<file path="src/rtl/regfile_pkg.sv">
// rtl/regfile_pkg.sv - shared types and constants for the 2-write/4-read register file
// Optional build macro REGFILE_FORWARD_EN enables same-cycle write-to-read bypass.
`ifndef XLEN
`define XLEN 32
`endif

package regfile_pkg;

   localparam int NUM_REGS  = 32;
   localparam int REG_IDX_W = $clog2(NUM_REGS);

   typedef logic [REG_IDX_W-1:0] reg_idx_t;
   typedef logic [`XLEN-1:0]     reg_data_t;

   // A write port can only bypass into a read when it really updates a stored register.
   function automatic logic fwd_hit(input logic we, input reg_idx_t widx, input reg_idx_t ridx);
      return we && (widx != '0) && (widx == ridx);
   endfunction

endpackage

</file>
<file path="src/rtl/regfile_read_port.sv">
// rtl/regfile_read_port.sv - one combinational read port: storage mux, x0 zeroing, optional bypass
// Bypass compare against both write ports is built only when REGFILE_FORWARD_EN is defined.
module regfile_read_port
   import regfile_pkg::*;
(
   input  logic                       reset,
   input  reg_idx_t                   idx,
   input  reg_data_t [NUM_REGS-1:0]   file,
   input  logic                       we_1,
   input  reg_idx_t                   widx_1,
   input  reg_data_t                  wdata_1,
   input  logic                       we_2,
   input  reg_idx_t                   widx_2,
   input  reg_data_t                  wdata_2,
   output reg_data_t                  data
);

`ifdef REGFILE_FORWARD_EN
   always_comb begin
      data = file[idx];
      // Lane 2 is younger, so its bypass is applied last and overrides lane 1.
      if (fwd_hit(we_1, widx_1, idx)) data = wdata_1;
      if (fwd_hit(we_2, widx_2, idx)) data = wdata_2;
      if (reset || idx == '0) data = '0;
   end
`else
   logic unused_fwd;
   assign unused_fwd = ^{we_1, widx_1, wdata_1, we_2, widx_2, wdata_2};

   always_comb begin
      data = file[idx];
      if (reset || idx == '0) data = '0;
   end
`endif

endmodule

</file>
<file path="src/rtl/regfile_2w4r.sv">
// rtl/regfile_2w4r.sv - 32 x XLEN architectural register file, two write and four read ports
// Define REGFILE_FORWARD_EN to bypass same-cycle write data onto all four read ports.
module regfile_2w4r
   import regfile_pkg::*;
(
   input  logic      clock,
   input  logic      reset,
   input  reg_idx_t  readA_idx_1,
   input  reg_idx_t  readB_idx_1,
   input  reg_idx_t  readA_idx_2,
   input  reg_idx_t  readB_idx_2,
   input  reg_idx_t  write_idx_1,
   input  reg_idx_t  write_idx_2,
   input  logic      write_en_1,
   input  logic      write_en_2,
   input  reg_data_t write_data_1,
   input  reg_data_t write_data_2,
   output reg_data_t readA_out_1,
   output reg_data_t readB_out_1,
   output reg_data_t readA_out_2,
   output reg_data_t readB_out_2
);

   reg_data_t               regs [NUM_REGS-1:1];
   reg_data_t [NUM_REGS-1:0] file;

   // Lane 2's assignment comes last so a same-index double write keeps lane 2's data.
   always_ff @(posedge clock or posedge reset) begin
      if (reset) begin
         for (int i = 1; i < NUM_REGS; i++) regs[i] <= '0;
      end else begin
         if (write_en_1 && write_idx_1 != '0) regs[write_idx_1] <= write_data_1;
         if (write_en_2 && write_idx_2 != '0) regs[write_idx_2] <= write_data_2;
      end
   end

   always_comb begin
      file[0] = '0;
      for (int i = 1; i < NUM_REGS; i++) file[i] = regs[i];
   end

   regfile_read_port u_rd_a1 (
      .reset(reset), .idx(readA_idx_1), .file(file),
      .we_1(write_en_1), .widx_1(write_idx_1), .wdata_1(write_data_1),
      .we_2(write_en_2), .widx_2(write_idx_2), .wdata_2(write_data_2),
      .data(readA_out_1)
   );

   regfile_read_port u_rd_b1 (
      .reset(reset), .idx(readB_idx_1), .file(file),
      .we_1(write_en_1), .widx_1(write_idx_1), .wdata_1(write_data_1),
      .we_2(write_en_2), .widx_2(write_idx_2), .wdata_2(write_data_2),
      .data(readB_out_1)
   );

   regfile_read_port u_rd_a2 (
      .reset(reset), .idx(readA_idx_2), .file(file),
      .we_1(write_en_1), .widx_1(write_idx_1), .wdata_1(write_data_1),
      .we_2(write_en_2), .widx_2(write_idx_2), .wdata_2(write_data_2),
      .data(readA_out_2)
   );

   regfile_read_port u_rd_b2 (
      .reset(reset), .idx(readB_idx_2), .file(file),
      .we_1(write_en_1), .widx_1(write_idx_1), .wdata_1(write_data_1),
      .we_2(write_en_2), .widx_2(write_idx_2), .wdata_2(write_data_2),
      .data(readB_out_2)
   );

endmodule

</file>
<file path="config.mk">
export PLATFORM = sky130hd
export DESIGN_NAME = regfile_2w4r
export DESIGN_NICKNAME = d
export VERILOG_FILES = /design/src/rtl/regfile_pkg.sv /design/src/rtl/regfile_read_port.sv /design/src/rtl/regfile_2w4r.sv
export SDC_FILE = /design/constraint.sdc
export NUM_CORES = 2
export LEC_CHECK = 0
export BUFFER_PORTS_ARGS = -buffer_cell sky130_fd_sc_hd__buf_2
export CORE_MARGIN = 2
export CORE_UTILIZATION = 38
export CTS_CLUSTER_DIAMETER = 60
export DETAILED_ROUTE_END_ITERATION = 10
export GPL_TIMING_DRIVEN = 0
export SKIP_CTS_REPAIR_TIMING = 1
export SLEW_MARGIN = 15
export SYNTH_ARGS = -nofsm -noshare
export SYNTH_HDL_FRONTEND = slang
export SYNTH_SLANG_ARGS = --single-unit
</file>
<file path="constraint.sdc">
create_clock -name clock -period 176.2 [get_ports clock]
set_input_delay 44.05 -clock clock [delete_from_list [all_inputs] [get_ports clock]]
set_output_delay 44.05 -clock clock [all_outputs]
set_load 0.01 [all_outputs]
</file>
==> run summary <==
status - complete, no violations
DRT antenna net count - 0
DRC Markers - 0
I/O pin cnt - 226
Pwr Density - 12.5 nW/um2
pin count of the biggest net entering global routing - 55
ys flop type - dfrtp_1
worst r2r src - file[1023]
die height - 460 um
die area - 211000 um2
Max Fclk - 10.7 MHz
WL final - 565 mm
CP Capture Type - output pin
commonest cells after routing, fill and taps aside - 1137 x mux2i_1, 992 x dfrtp_1, 831 x mux4_2, 669 x nand2_1, 565 x o21ai_0
Seq/Total Area, Yosys - 31.5%
clk sinks - 992
Routed WL per cell - 53.7 um
CP required - 132.15 ns
initial antenna violation count - 62
Reg power frac - 34.6%
Vias - 77.9k
ys async rst share - 100%
GPL Wtd Cong - 1.11
CP Class - in2out
WP data arrival - 49.10 ns
number of nets in the layout - 7738
vias in the first global route - 71.2k
Syn Nets - 7340
P_leak - 37.9 nW
top cell type by total area after synthesis - dfrtp_1
share of layout cells above drive strength 1 - 26.1%
Worst-Margin Slew - 1.44 ns
Worst Skew - 0 ns
R2R Setup Slk - 174.62 ns
Setup violations, final - 0
Root Buffer - clkbuf_16
flip-flop and latch count after synthesis - 992
core area - 207000 um2
VDD IR max - 0.0112 mV
global-route wire length before repair - 720 mm
Clock Pin Slew Worst Setup and Hold Paths - 0.06 ns
Worst R2R End - file[1023]
FF-to-FF path depth - 2
slew margin rel. - 3.61%
clock buffer depth - 3
synthesized cell area - 78900 um2
unique cell type count in the Yosys netlist - 63
Cells after Synth - 7242
Final Cycle Share - 52.9%
Post-synth EDFFs - 0
Clk Latency, worst-skew pair - 0.82 ns
most common cell after layout, fill and taps aside - mux2i_1
Worst Slack Setup Final - 83.05 ns
Place WS - 83.62 ns
top cells by area, synth - dfrtp_1 31%, mux4_2 24%, mux2i_1 14%, mux2_2 4.0%, o21ai_0 3.6%
NetSw - 0.000454 W
Num CTS Buffers - 154
Final Power - 0.00112 W
GRT overflow - 0
synthesis warning total - 0
combinational power share - 34.6%
syn avg cell area - 10.9 um2
std cell rows - 167
PortBufs - 208
Hold Crit Class - reg2reg
CTS tree - yes
Int Power - 0.000666 W
number of flip-flops in the largest register - 992
H-tree levels - 4
top-area cell type share of the netlist area - 31.5%
setup_tns - 0 ns
Final Max Tran Viols - 0
overall routing resource usage - 52.3%
Max-cap violations - 0
Clk pwr share - 30.8%
Worst Hold Path Cells - 2
crit-path max FO - 10
Final Hold Vio Count - 0
vias per cell - 7.41
switching share of power - 40.5%
die width - 460 um
Post-DP HPWL - 457 mm
initial core utilization - 38.2%
Hold EP - file[748]
hold_sp - file[748]
Finished Core Util - 43.5%
initial drt markers - 14.8k
minimum clock period - 93.15 ns
Layout area overhead - 13.9%
TritonRoute pass-1 iters - 10
CP startpoint kind - input port
RSZ-0062 raised after global routing - no
-- critical path, cell delays in order --
cell      delay (ns)
clkbuf_1        0.75
inv_1           0.57
nand3_1         0.49
clkbuf_1        1.09
o21ai_0         0.83
nor4_1          0.99
buf_2           0.28
-- layer usage --
metal | global-route usage, % | share of wire (%) | wire, um
met5 | 0.574 | 0.075 | 425
met4 | 39.4 | 9.3 | 52500
met3 | 26.9 | 15 | 86100
met1 | 63.1 | 36 | 204000
met2 | 70.1 | 39 | 223000
-- worst max path at each step --
stage                     cells after the start           start               to
after global placement                        6           reset  readA_out_1[28]
after global routing                          7  readB_idx_2[3]  readB_out_2[11]
after detailed placement                      8  readA_idx_2[1]   readA_out_2[0]
after floorplan                               4           reset  readA_out_1[15]
final                                         7  readB_idx_2[3]  readB_out_2[11]
after CTS                                     8  readA_idx_2[1]   readA_out_2[0]
-- cells in the mapped netlist (all sizes together) (8+ instances only) --
master / instances
nor2b: 43
a211oi: 26
a31oi: 33
nand2: 669
nand3: 33
nand3b: 11
a221o: 98
a222oi: 63
nor2: 513
nand2b: 91
buf: 385
nand4: 40
o21ai: 570
nor4: 16
a2111oi: 24
a22oi: 53
a32oi: 164
dfrtp: 992
and2: 8
a21oi: 495
mux4: 844
clkbuf: 532
mux2: 277
o22ai: 26
nor3: 12
a211o: 13
mux2i: 1137
o2111ai: 13
-- through the flow --
stage	hold slack [ns]	instance area, um2	std cells
floorplan	0.561	78900	7242
global placement	0.600	83400	10154
detailed placement	0.618	84200	10185
finish	0.635	89900	10518
CTS	0.634	89700	10467
global route	0.676	89800	10479
-- power by group through the flow --
stage	clock network, W	registers, W	logic [W]
2_1_floorplan	0	0.000340	0.000233
5_1_grt	0.000352	0.000391	0.000391
3_3_place_gp	0	0.000377	0.000357
3_5_place_dp	0	0.000379	0.000362
6_report	0.000345	0.000387	0.000387
4_1_cts	0.000343	0.000377	0.000363
-- cell families after synthesis --
family,count (synthesis),share of synthesized area [%]
AOI/OAI and AO/OA,1602,12.7
buffers and inverters,922,5.44
DFF,992,31.5
muxes,2258,42.5
and+or+nand+nor,1468,7.91
-- cell type report --
class	instances	area [um2]
buffer	917	4340
tap	2704	3380
antenna	48	120
sequential	992	24800
fill	19795	117000
clock inverter	85	1320
clock buffer	197	4210
inverter	5	18.8
timing repair buffer	242	1810
multi-input combinational	5328	49900
Note: power is estimated with default switching activity, not from simulation.
